**config.mk**
```make
export PLATFORM = sky130hd
export DESIGN_NAME = transform_block_sequencer
export DESIGN_NICKNAME = d
export VERILOG_FILES = /design/src/rtl/fwd_xform_pkg.sv /design/src/rtl/transform_block_sequencer_rf_block_reader.sv /design/src/rtl/transform_block_sequencer.sv
export SDC_FILE = /design/constraint.sdc
export NUM_CORES = 1
export LEC_CHECK = 0
export ABC_AREA = 1
export CORE_AREA = 2 2 257 259
export CTS_CLUSTER_SIZE = 12
export DETAILED_ROUTE_END_ITERATION = 6
export DIE_AREA = 0 0 259 261
export GPL_TIMING_DRIVEN = 0
export PLACE_DENSITY_LB_ADDON = 0.3
export REMOVE_ABC_BUFFERS = 1
export SETUP_SLACK_MARGIN = 0.1
export SYNTH_ARGS = -nofsm -noshare
export SYNTH_HDL_FRONTEND = slang
export SYNTH_HIERARCHICAL = 1
export SYNTH_SLANG_ARGS = --single-unit
```
**constraint.sdc**
```tcl
create_clock -name in_clk -period 3.2 [get_ports in_clk]
set_input_delay 0.32 -clock in_clk [delete_from_list [all_inputs] [get_ports in_clk]]
set_output_delay 0.32 -clock in_clk [all_outputs]
set_load 0.01 [all_outputs]
```
**src/rtl/fwd_xform_pkg.sv**
```systemverilog
// Shared types and defaults for the forward-transform block sequencer.
// Holds the FSM state encoding and the default block geometry.
package fwd_xform_pkg;

  localparam int DIM_DEF    = 4;
  localparam int DATA_W_DEF = 9;
  localparam int RES_W_DEF  = 15;
  localparam int NUM_ELEM   = DIM_DEF * DIM_DEF;

  typedef enum logic [2:0] {
    S_IDLE    = 3'd0,
    S_FETCH   = 3'd1,
    S_LAUNCH  = 3'd2,
    S_WAIT_DP = 3'd3,
    S_FINISH  = 3'd4
  } seq_state_e;

endpackage

```
**src/rtl/transform_block_sequencer_rf_block_reader.sv**
```systemverilog
// Reads one DIM x DIM block from the register file, row-major,
// and assembles it into a flat sample vector for the datapath.
module rf_block_reader #(
  parameter int DATA_W = 9,
  parameter int DIM    = 4,
  parameter int ADDR_W = 6
) (
  input  logic                       clk_i,
  input  logic                       rst_ni,
  input  logic                       start_i,
  input  logic [ADDR_W-1:0]          addr_i,
  output logic [ADDR_W-1:0]          rf_addr_o,
  output logic                       rf_en_o,
  input  logic [DATA_W-1:0]          rf_data_i,
  output logic [DIM*DIM*DATA_W-1:0]  x_flat_o,
  output logic                       done_o
);

  localparam int NE = DIM * DIM;
  localparam int IW = (NE > 1) ? $clog2(NE) : 1;
  localparam logic [IW-1:0] LAST = IW'(NE - 1);

  logic                        en_q;
  logic [ADDR_W-1:0]           addr_q;
  logic [IW-1:0]               idx_q;
  logic                        cap_q;
  logic [IW-1:0]               cap_idx_q;
  logic [NE-1:0][DATA_W-1:0]   x_q;

  // Address generator: NE consecutive reads, wrapping mod 2^ADDR_W.
  always_ff @(posedge clk_i or negedge rst_ni) begin
    if (!rst_ni) begin
      en_q   <= 1'b0;
      addr_q <= '0;
      idx_q  <= '0;
    end else if (start_i) begin
      en_q   <= 1'b1;
      addr_q <= addr_i;
      idx_q  <= '0;
    end else if (en_q) begin
      if (idx_q == LAST) begin
        en_q <= 1'b0;
      end else begin
        addr_q <= addr_q + ADDR_W'(1);
        idx_q  <= idx_q + IW'(1);
      end
    end
  end

  // Read data arrives one cycle after the address; write it to its slot.
  always_ff @(posedge clk_i or negedge rst_ni) begin
    if (!rst_ni) begin
      cap_q     <= 1'b0;
      cap_idx_q <= '0;
      x_q       <= '0;
    end else begin
      cap_q     <= en_q;
      cap_idx_q <= idx_q;
      if (cap_q) begin
        x_q[cap_idx_q] <= rf_data_i;
      end
    end
  end

  assign rf_addr_o = addr_q;
  assign rf_en_o   = en_q;
  assign x_flat_o  = x_q;
  assign done_o    = cap_q & (cap_idx_q == LAST);

endmodule

```
**src/rtl/transform_block_sequencer.sv**
```systemverilog
// Block sequencer: fetches blocks, launches the transform datapath
// and holds each result for the shell until it is accepted.
module transform_block_sequencer
  import fwd_xform_pkg::*;
#(
  parameter int DATA_W = DATA_W_DEF,
  parameter int RES_W  = RES_W_DEF,
  parameter int DIM    = DIM_DEF,
  parameter int ADDR_W = 6,
  parameter int BLK_W  = 3
) (
  input  logic                       in_clk,
  input  logic                       in_rst_n,
  input  logic                       in_start,
  input  logic [ADDR_W-1:0]          in_base_addr,
  input  logic [BLK_W-1:0]           in_num_blocks,
  output logic [ADDR_W-1:0]          out_rf_addr,
  output logic                       out_rf_en,
  input  logic [DATA_W-1:0]          in_rf_data,
  output logic [DIM*DIM*DATA_W-1:0]  out_x_flat,
  output logic                       out_dp_start,
  input  logic                       in_dp_done,
  input  logic [DIM*DIM*RES_W-1:0]   in_t_flat,
  output logic [DIM*DIM*RES_W-1:0]   out_t_flat,
  output logic                       out_t_valid,
  input  logic                       in_t_ready,
  output logic                       out_busy,
  output logic                       out_done
);

  localparam int NE = DIM * DIM;

  seq_state_e              state_q;
  logic [ADDR_W-1:0]       base_q;
  logic [BLK_W-1:0]        num_q;
  logic [BLK_W-1:0]        blk_q;
  logic                    done_q;
  logic [NE*RES_W-1:0]     t_flat_q;
  logic                    t_valid_q;

  logic                    rd_go;
  logic                    rd_done;
  logic                    reg_free;
  logic                    launch;
  logic                    load;
  logic                    more;
  logic [BLK_W:0]          blk_nxt;
  logic [ADDR_W-1:0]       nxt_addr;
  logic [ADDR_W-1:0]       rd_addr;

  assign reg_free = ~t_valid_q | in_t_ready;
  assign launch   = (state_q == S_LAUNCH) & reg_free;
  assign load     = (state_q == S_WAIT_DP) & in_dp_done;
  assign blk_nxt  = {1'b0, blk_q} + {{BLK_W{1'b0}}, 1'b1};
  assign more     = blk_nxt < {1'b0, num_q};
  assign nxt_addr = base_q + ADDR_W'(blk_nxt) * ADDR_W'(NE);
  assign rd_addr  = (state_q == S_IDLE) ? in_base_addr : nxt_addr;
  assign rd_go    = ((state_q == S_IDLE) & in_start
                    & (in_num_blocks != '0))
                  | (load & more);

  rf_block_reader #(
    .DATA_W (DATA_W),
    .DIM    (DIM),
    .ADDR_W (ADDR_W)
  ) u_reader (
    .clk_i     (in_clk),
    .rst_ni    (in_rst_n),
    .start_i   (rd_go),
    .addr_i    (rd_addr),
    .rf_addr_o (out_rf_addr),
    .rf_en_o   (out_rf_en),
    .rf_data_i (in_rf_data),
    .x_flat_o  (out_x_flat),
    .done_o    (rd_done)
  );

  // Run control: fetch, launch, wait for result, repeat, then finish.
  always_ff @(posedge in_clk or negedge in_rst_n) begin
    if (!in_rst_n) begin
      state_q <= S_IDLE;
      base_q  <= '0;
      num_q   <= '0;
      blk_q   <= '0;
      done_q  <= 1'b0;
    end else begin
      done_q <= 1'b0;
      unique case (state_q)
        S_IDLE: begin
          if (in_start) begin
            base_q  <= in_base_addr;
            num_q   <= in_num_blocks;
            blk_q   <= '0;
            state_q <= (in_num_blocks == '0) ? S_FINISH : S_FETCH;
          end
        end
        S_FETCH: begin
          if (rd_done) state_q <= S_LAUNCH;
        end
        S_LAUNCH: begin
          if (reg_free) state_q <= S_WAIT_DP;
        end
        S_WAIT_DP: begin
          if (in_dp_done) begin
            blk_q   <= blk_nxt[BLK_W-1:0];
            state_q <= more ? S_FETCH : S_FINISH;
          end
        end
        S_FINISH: begin
          if (reg_free) begin
            done_q  <= 1'b1;
            state_q <= S_IDLE;
          end
        end
        default: state_q <= S_IDLE;
      endcase
    end
  end

  // Result skid register: load on datapath done, clear on accept.
  always_ff @(posedge in_clk or negedge in_rst_n) begin
    if (!in_rst_n) begin
      t_flat_q  <= '0;
      t_valid_q <= 1'b0;
    end else if (load) begin
      t_flat_q  <= in_t_flat;
      t_valid_q <= 1'b1;
    end else if (t_valid_q & in_t_ready) begin
      t_valid_q <= 1'b0;
    end
  end

  assign out_t_flat   = t_flat_q;
  assign out_t_valid  = t_valid_q;
  assign out_dp_start = launch;
  assign out_busy     = (state_q != S_IDLE);
  assign out_done     = done_q;

endmodule

```
---- After elaboration in Yosys (flattened, before gate mapping) ----
Index checks and enable logic that the tools add are counted.
Widths: inputs -> output; s select.
storage, ports and cells
  bits in registers ....................... 417
  input bits .............................. 263
  output and inout port bits .............. 395
  word-level logic and storage cells ...... 97
cells by class
  $add $sub $neg .......................... 4
  magnitude comparators ................... 3
  equal/unequal tests ..................... 12
  mux-type cells .......................... 28
  bitwise operators ....................... 10
  reductions and logical operators ........ 12
operator list
  kind                 number
  $bwmux 144           1
  $demux 9 s4          1
  $mux 3               9
  $mux 6               4
  $pmux 3 s5           1
  $mux 4               3
  $ne 2x2->1 const B   6
  $mux 9               1
  $eq 4x4->1 const B   2
  $and 1x1->1          7
  $mux 1               7
  $add 6x1->6 const B  1
  $add 6x6->6          1
  $eq 3x2->1 const B   2
  $logic_not 3->1      2
  $pmux 3 s2           1
  $reduce_bool 2->1    3
  $reduce_bool 3->1    2
  $lt 4x5->1 const B   1
  $reduce_and 5->1     1
  $add 3x1->4 const B  1
  $add 4x1->4 const B  1
  $ge 4x1->1 const B   1
  $lt 4x3->1           1
  7 further kinds      9

---- Depth between registers and ports, before layout ----
Gate-level depths: netlist of the first run.
  depth after elaboration ................. 6
  mapped depth ............................ 15
  gate-level depth less buffers ........... 14

---- By module ----
The synthesis of the first run kept the hierarchy.
by module, submodules not included
  module                     times used  cells an instance  area each (um^2)  seq. area each (um^2)
  transform_block_sequencer  1           1172               10380.0           6431.2
  rf_block_reader            1           662                6229.7            4003.8

---- Worst setup path after synthesis of the first run ----
Ideal clock, no wire load.
  path kind ............................... register to register
  from .................................... register blk_q[0]
  to ...................................... register u_reader.addr_q[0], in the netlist u_reader/rf_addr_o[0]
  setup time .............................. 124 ps
  arrival time ............................ 2063 ps
  required time ........................... 3076 ps
  slack ................................... 1013 ps
  cell stages (with the launch flop) ...... 14
  buffers on the path ..................... 1
  period minus slack after synthesis ...... 2187 ps
  path through ............................ dfrtp_1 > ha_1 > ha_1 > nand2_1 > nand2_1 > nand2_1 > nand2_1 > o22ai_1 > clkbuf_1 > inv_1 > nand2_1 > inv_1 > nand2_1 > nand3_1
between the ends
  longest elaborated chain between the ends .. 6
  elaborated cells on any way between the ends .. 8
  classes of those cells .................. add/sub: 1; order compare: 1; eq/ne: 1; mux: 1; bitwise: 2; reduce/logical: 2
RTL lines
  item                                                              RTL line                                         text
  start: declaration                                                transform_block_sequencer.sv:36                  logic [BLK_W-1:0] blk_q;
  start signal: assignment                                          transform_block_sequencer.sv:105                 blk_q <= blk_nxt[BLK_W-1:0];
  $add 3x1->4 (*)                                                   transform_block_sequencer.sv:54                  assign blk_nxt = {1'b0, blk_q} + {{BLK_W{1'b0}}, 1'b1};
  $lt 4x3->1 (*)                                                    transform_block_sequencer.sv:55                  assign more = blk_nxt < {1'b0, num_q};
  $and 1x1->1 (*)                                                   transform_block_sequencer.sv:60                  | (load & more);
  $or 1x1->1 (*)                                                    transform_block_sequencer.sv:60
  via rd_go                                                         transform_block_sequencer.sv:41                  logic rd_go;
  $ne 2x2->1 (no source line) or $reduce_bool 2->1 (tied branches)  -
  $reduce_and 2->1 (no source line)                                 -
  end signal: assignment                                            transform_block_sequencer_rf_block_reader.sv:38  addr_q <= addr_i;
  end signal: assignment                                            transform_block_sequencer_rf_block_reader.sv:44  addr_q <= addr_q + ADDR_W'(1);
  end: declaration                                                  transform_block_sequencer_rf_block_reader.sv:24  logic [ADDR_W-1:0] addr_q;
The timed path passes the listed nets; every way through them passes the cells marked *.
A chain may end at the register's enable or synchronous reset.

---- Final worst setup path of the first run ----
  from .................................... register state_q[1]
  to ...................................... register u_reader.idx_q[2]
between the ends
  longest elaborated chain between the ends .. 6
  elaborated cells on any way between the ends .. 11
  classes of those cells .................. eq/ne: 2; mux: 1; bitwise: 5; reduce/logical: 3
RTL lines
  item                                                              RTL line                                                          text
  start: declaration                                                transform_block_sequencer.sv:33                                   seq_state_e state_q;
  start signal: assignment                                          transform_block_sequencer.sv:94                                   state_q <= (in_num_blocks == '0) ? S_FINISH : S_FETCH;
  start signal: assignment                                          transform_block_sequencer.sv:106                                  state_q <= more ? S_FETCH : S_FINISH;
  $eq 3x2->1 or $logic_not 3->1 (tied branches)                     transform_block_sequencer.sv:53, transform_block_sequencer.sv:58
  $and 1x1->1 (on tied branches)                                    transform_block_sequencer.sv:53, transform_block_sequencer.sv:58
  $and 1x1->1 (on tied branches)                                    transform_block_sequencer.sv:60, transform_block_sequencer.sv:59
  $or 1x1->1 (*)                                                    transform_block_sequencer.sv:60
  via rd_go                                                         transform_block_sequencer.sv:41
  $ne 2x2->1 (no source line) or $reduce_bool 2->1 (tied branches)  -
  $reduce_and 2->1 (no source line)                                 -
  end signal: assignment                                            transform_block_sequencer_rf_block_reader.sv:45                   idx_q <= idx_q + IW'(1);
  end: declaration                                                  transform_block_sequencer_rf_block_reader.sv:25                   logic [IW-1:0] idx_q;
Marked as above.

==> summary.txt, run 1 <==
Status
  – Status: finished clean

Power
  – PD cells: roughly 1000 mW/mm^2
  – Pleak: between 10 and 15 nW
  – Max VDD drop: ~0.50 mV

Yosys
  – Mapped Area: roughly 0.017 mm^2
  – Post-synth EDFFs: 0
  – Syn avg cell area: 9.06 um^2
  – Unique masters post-synth: 27
  – Primary FF master, synth: dfrtp_1
  – Synth area leader: dfrtp_1
  – Most common cell in the netlist: nand2_1
  – Async set-reset flop share out of synthesis: 100%
  – Top post-synthesis cells by area: dfrtp_1 63%, nand2_1 17%, nand3_1 7.9%
  – Share of the synthesized area in the top cell type: ~63%
  – Yosys reg bits: 417
  – Register area share after synthesis: a little over three fifths
  – Mapped Cells: approximately 1800
  – Commonest cells post-synth: 742 x nand2_1, 417 x dfrtp_1, 262 x nand3_1
  – YS warnings: 6

Floorplan
  – Core area: around 0.065 mm^2
  – I/O pins: 658
  – Starting density of the core: between 20% and 30%
  – Cell row count: 94
  – Die Span Y: 261 um
  – Die area: between 0.06 and 0.07 mm^2
  – Die X: around 260 um

STA
  – Fin Hold WS: ~0.28 ns
  – Final worst-path cycle share: between 80% and 90%
  – Final hold vios: 0
  – Setup TNS: 0 ns
  – # setup viols final: 0
  – Headroom to the max-slew limit: a little under a third
  – RSZ-0062 raised after global routing: no
  – Min Tclk post-route: between 2 and 3 ns
  – Achievable Freq: 0.358 GHz
  – Slew of the pin with the lowest slew margin: around 1 ns
  – Post-Route Skew: approximately 0.016 ns
  – Final Max Tran Viols: 0

Routing
  – Drt via density: between 4 and 5
  – First-pass detailed-route iteration total: 5
  – DR iter-0 viols: about 1100
  – DR vias: 15052
  – Routed wire length: 61.4 mm
  – Final ANT Viol Nets: 0
  – DRC: 0
  – Drt wl/cell: between 15 and 20 um

Global routing
  – Vias in the first global route: about 15000
  – Total gr overflow: 0
  – Initial antenna violation count: 12
  – Largest net degree at the start of global routing: between 150 and 200
  – Global-route wire length before repair: 91.8 mm
  – Total GRT Usage: 17.6%

Hold path
  – Worst hold path class: primary input to flip-flop
  – Worst Hold Launch: in_dp_done

Setup path
  – Worst Setup End Kind: flip-flop
  – CP max-delay cell: dfrtp_1
  – Worst-path fanout max: 18
  – Crit path launch: state_q[1]
  – WP data required: ~3.7 ns
  – Setup CP Type: flip-flop to flip-flop
  – Worst path cell trace: nor2_1 > nand2_1 > inv_2 > nand2_2 > o22ai_4 > inv_1 > nand2_1 > inv_1 > nand2_1 > nand2_1
  – Crit path max-delay family: simple AND/OR/NAND/NOR gates
  – Arr. time, crit path: 3.25 ns
  – Cell mode on critical path: nand2_1
  – CP max stage delay: about 0.42 ns
  – Setup crit start kind: flip-flop
  – Buf/Inv on CP: 3
  – Reg2reg start: state_q[1]

Flow run
  – Max Cap Viol: 0

Clock network
  – Clock Latency Late Sink: slightly below 0.6 ns
  – Num CTS Buffers: 50
  – CTS tree: done
  – Clock H-tree levels: 2
  – Clk sinks: around 420
  – Maximum clock path buffer count: 3
  – Root Buffer: clkbuf_16
  – Clock-pin slew on the worst setup and hold paths: about 0.06 ns

Cells and area
  – Share of cells above drive strength 1: under 10%
  – Filler cell count: roughly 6400
  – Fin util: roughly two fifths
  – Area growth syn-to-layout: 54.4%
  – Fin cells: 3343
  – Final net count: approximately 2700

Placement
  – DP Cell Count: 3249
  – Port buffer count: about 660
  – HPWL Detailed: 44.8 mm
  – RePlAce Congestion: between 0.8 and 0.9
## path summary, 6_finish.rpt
| check | depth (start not counted) | to | slack (ns) |
|---|---|---|---|
| max in group asynchronous | 4 | out_t_flat[135] | 1.59 |
| max reg2reg | 10 | u_reader/idx_q[2] | 0.40 |
| min in group asynchronous | 2 | u_reader/x_flat_o[36] | 0.29 |
| max | 10 | u_reader/idx_q[2] | 0.40 |
| min | 3 | out_t_flat[230] | 0.28 |
| min reg2reg | 0 | u_reader/cap_q | 0.46 |
## tightest hold or removal path: cells and delay by family
family / cells / cell delay (ns)
and+or+nand+nor: 2 / 0.22
buffers and inverters: 1 / 0.26
## through the flow
step / total power [W] / worst slack, ns / instance area, um^2
after floorplan: 0.0138 / -5.61 / 16000
after global placement: 0.0209 / -19.24 / 23700
after detailed placement: 0.0209 / -0.729 / 23900
after CTS: 0.0268 / 0.247 / 25600
after global routing: 0.0282 / 0.159 / 25600
final: 0.0264 / 0.403 / 25600
## power breakdown
part	internal, W	switching [W]	total, W
registers	0.00778	0.00153	0.00930
logic	0.00564	0.00579	0.0114
clock network	0.00337	0.00229	0.00566
total	0.0168	0.00961	0.0264
## layer usage
metal	wire, um	share of wire (%)	GRT usage, %
met5	97	0.16	0
met4	1960	3.2	6.12
met3	5010	8.2	5.76
met2	30900	50	30.3
met1	23500	38	20.4
## cell usage in the layout, fill, tap and decap left out, drive strengths merged
| cell type | instances |
|---|---|
| dfrtp | 417 |
| dlygate4sd3 | 1 |
| diode | 4 |
| o21bai | 1 |
| bufinv | 3 |
| nand3 | 268 |
| nor2 | 33 |
| xor2 | 2 |
| inv | 75 |
| nor3 | 4 |
| clkdlybuf4s50 | 655 |
| clkinv | 9 |
| clkbuf | 73 |
| o21ai | 153 |
| ha | 6 |
| buf | 11 |
| nand3b | 1 |
| a21oi | 11 |
| xnor2 | 2 |
| o22ai | 1 |
| nand2 | 743 |
| nand4 | 3 |
| clkinvlp | 3 |
## flip-flops by register name (all words and copies together), names as in the netlist, 3 cells and up
name                flops
out_t_flat            240
u_reader/cap_idx_q      4
num_q                   3
u_reader/x_flat_o     144
base_q                  6
u_reader/idx_q          4
u_reader/rf_addr_o      6
state_q                 3
blk_q                   3
## kinds of logic (layout without fill, tap and decap cells)
| logic type | after synthesis | count (layout) | share of synthesized area, % |
|---|---|---|---|
| compound gates | 166 | 166 | 5.02 |
| fa+ha+maj | 6 | 6 | 0.452 |
| other cells | 0 | 4 | 0 |
| xor+xnor | 4 | 4 | 0.211 |
| simple gates | 1052 | 1052 | 26.3 |
| buf+inv | 189 | 830 | 5.20 |
| flops | 417 | 417 | 62.8 |
## area by class of cell
| type | count | area [um^2] | area share (%) |
|---|---|---|---|
| antenna | 4 | 10.0 | 0.0390 |
| tap | 864 | 1080 | 4.22 |
| sequential | 417 | 10400 | 40.7 |
| clock inverter | 16 | 155 | 0.605 |
| timing repair buffer | 667 | 6840 | 26.7 |
| inverter | 74 | 304 | 1.19 |
| clock buffer | 73 | 1480 | 5.78 |
| multi-input combinational | 1228 | 5340 | 20.8 |
## repair_timing
action                                  in CTS  in global routing
endpoints found under the setup margin      11                  5
endpoints found under the hold margin       66                  0
hold buffers                                 1                  0
resized for setup                            4                  1
buffers inserted                             0                  0
Power figures use the tool's default switching activity.
==> run 2, diff against run 1 <==
--- a/config.mk
+++ b/config.mk
@@ -6,10 +6,11 @@
 export NUM_CORES = 1
 export LEC_CHECK = 0
 export ABC_AREA = 1
-export CORE_AREA = 2 2 257 259
+export CORE_AREA = 2 2 259 261
 export CTS_CLUSTER_SIZE = 12
 export DETAILED_ROUTE_END_ITERATION = 6
-export DIE_AREA = 0 0 259 261
+export DIE_AREA = 0 0 261 263
+export DONT_BUFFER_PORTS = 1
 export GPL_TIMING_DRIVEN = 0
 export PLACE_DENSITY_LB_ADDON = 0.3
 export REMOVE_ABC_BUFFERS = 1
==> summary.txt, run 2 (synthesized netlist as in run 1, its figures left out) <==
Status
  – Status: finished, violations left
  – Violated checks: hold timing

Routing
  – DR vias: between 10000 and 15000
  – DR iter-0 viols: 1182
  – Drt wl/cell: ~20 um
  – DRC: 0
  – Drt via density: 4.72
  – Final ANT Viol Nets: 0
  – First-pass detailed-route iteration total: 6
  – Routed wire length: approximately 65 mm

Global routing
  – Largest net degree at the start of global routing: roughly 420
  – Total gr overflow: 0
  – Vias in the first global route: around 15000
  – Met3 Use GR: between 6 and 7%
  – Initial antenna violation count: 18
  – Met2 Usage GRT: between 20 and 30%
  – Most used routing layer: met2
  – Total GRT Usage: about 18%
  – GR Layer Usage met1: around a fifth
  – Global-route wire length before repair: 93.0 mm

Cells and area
  – Most common cell after layout, fill and taps aside: nand2_1
  – Max reg flops: 240
  – Final net count: between 2000 and 3000
  – Fin cells: between 3000 and 4000
  – Share of cells above drive strength 1: 4.65%
  – Area growth syn-to-layout: 41.7%
  – Most frequent cells in the layout: 740 x nand2_1, 466 x dlygate4sd3_1, 417 x dfrtp_1

STA
  – Final worst-path cycle share: between 80% and 90%
  – Post-Route Skew: 0.0179 ns
  – Min Tclk post-route: around 2.8 ns
  – Final Max Tran Viols: 0
  – Setup ws final: 0.382 ns
  – Headroom to the max-slew limit: 13.8%
  – # setup viols final: 0
  – Fin Hold WS: -0.561 ns
  – Achievable Freq: 0.355 GHz
  – RSZ-0062 raised after global routing: no
  – Slew of the pin with the lowest slew margin: 1.29 ns
  – Final hold vios: 417

Floorplan
  – I/O pins: 658
  – Die X: 261 um
  – Die Span Y: approximately 260 um
  – Die area: 0.0686 mm^2
  – Starting density of the core: 25.3%
  – Core area: ~0.066 mm^2
  – Cell row count: 94

Clock network
  – Hold Buf Count CTS: roughly 470
  – CTS tree: done
  – Maximum clock path buffer count: 3
  – Clk sinks: 417
  – Clock-pin slew on the worst setup and hold paths: roughly 0.06 ns
  – Clock Latency Late Sink: 0.58 ns
  – Num CTS Buffers: 48
  – Root Buffer: clkbuf_16
  – Clock H-tree levels: 2

Setup path
  – Arr. time, crit path: ~3.3 ns
  – R2R Setup Slk: ~0.38 ns
  – Worst reg-to-reg path cell count: 7
  – Worst Setup End Kind: flip-flop
  – Setup CP Type: flip-flop to flip-flop
  – Reg2reg start: state_q[2]
  – R2r endpoint: out_t_flat[104]
  – Setup crit start kind: flip-flop
  – WP data required: about 3.7 ns
  – Worst-path fanout max: 154

Power
  – PD cells: 951 mW/mm^2
  – Design Power: 0.0224 W
  – Pleak: approximately 11 nW
  – Max VDD drop: 0.565 mV

Flow run
  – Max Cap Viol: 0

Placement
  – RePlAce Congestion: 0.801
  – DP Cell Count: about 2600
  – DP Worst Slack: -0.667 ns
  – HPWL Detailed: around 40 mm
  – Port buffer count: 0

Hold path
  – Worst hold path class: primary input to async pin
## run 2: changes by cell type in the layout (fill, tap and decap cells not counted), sizes merged
cell / previous run / this run
clkbuf: 73 / 68
clkdlybuf4s50: 655 / 0
clkinv: 9 / 8
dlygate4sd3: 1 / 466
bufinv: 3 / 2
diode: 4 / 11
inv: 75 / 80
buf: 11 / 6
## run 2: worst max path at each step
stage	from	end	slack, ns	cells after the start
CTS	state_q[2]	u_reader/rf_addr_o[0]	0.12	11
finish	state_q[2]	out_t_flat[104]	0.38	7
floorplan	state_q[2]	u_reader/rf_addr_o[0]	-5.61	10
detailed placement	state_q[2]	u_reader/rf_addr_o[0]	-0.67	11
global placement	state_q[2]	u_reader/rf_addr_o[0]	-12.77	10
global route	state_q[2]	u_reader/idx_q[2]	0.19	11
## run 2: stage by stage
| step | cell area, um^2 | util, % | TNS [ns] |
|---|---|---|---|
| after floorplan | 16000 | - | -1068.04 |
| after global placement | 17100 | 26.1 | -2525.23 |
| after detailed placement | 17200 | 26.2 | -5.88 |
| after CTS | 23500 | 35.7 | 0 |
| after global routing | 23500 | 35.9 | 0 |
| final | 23500 | 35.9 | 0 |
## run 2: area by class of cell
type	instances	area, um^2
repair inverters	2	17.5
flip-flops and latches	417	10400
fillers	6511	42100
diodes	11	27.5
repair buffers	472	4780
multi-input cells	1228	5350
clock inverters	17	143
inverters	74	304
well taps	864	1080
clock buffers	68	1400
## run 2: critical path: stages (launching register included)
cell and delay [ns]:
dfrtp_1 0.41, inv_2 0.08, nand3_2 0.25, bufinv_16 0.40, buf_16 0.33, nand3_1 0.21, dlygate4sd3_1 0.64, nand2_1 0.09
## run 2: timing repair
action                                  4_1_cts  5_1_grt
endpoints found under the hold margin       731      417
resized for setup                             4        3
endpoints found under the setup margin       11        7
setup buffers                                 0        2
cloned                                        0        2
pin swaps                                     0        1
## run 2: report_power, final
group / internal (W) / switching, W / leakage (nW)
clock network: 0.00313 / 0.00229 / 0.757
logic: 0.00218 / 0.00331 / 4.95
registers: 0.00777 / 0.00370 / 5.15
total: 0.0131 / 0.00930 / 10.9
## run 2: metal layers
layer	share of wire, %	up-vias	routed length [um]
met5	0.13	-	85
met4	7.7	16	4960
met3	9.9	180	6410
met2	47	766	30700
met1	35	7215	22700
li1	-	6699	-
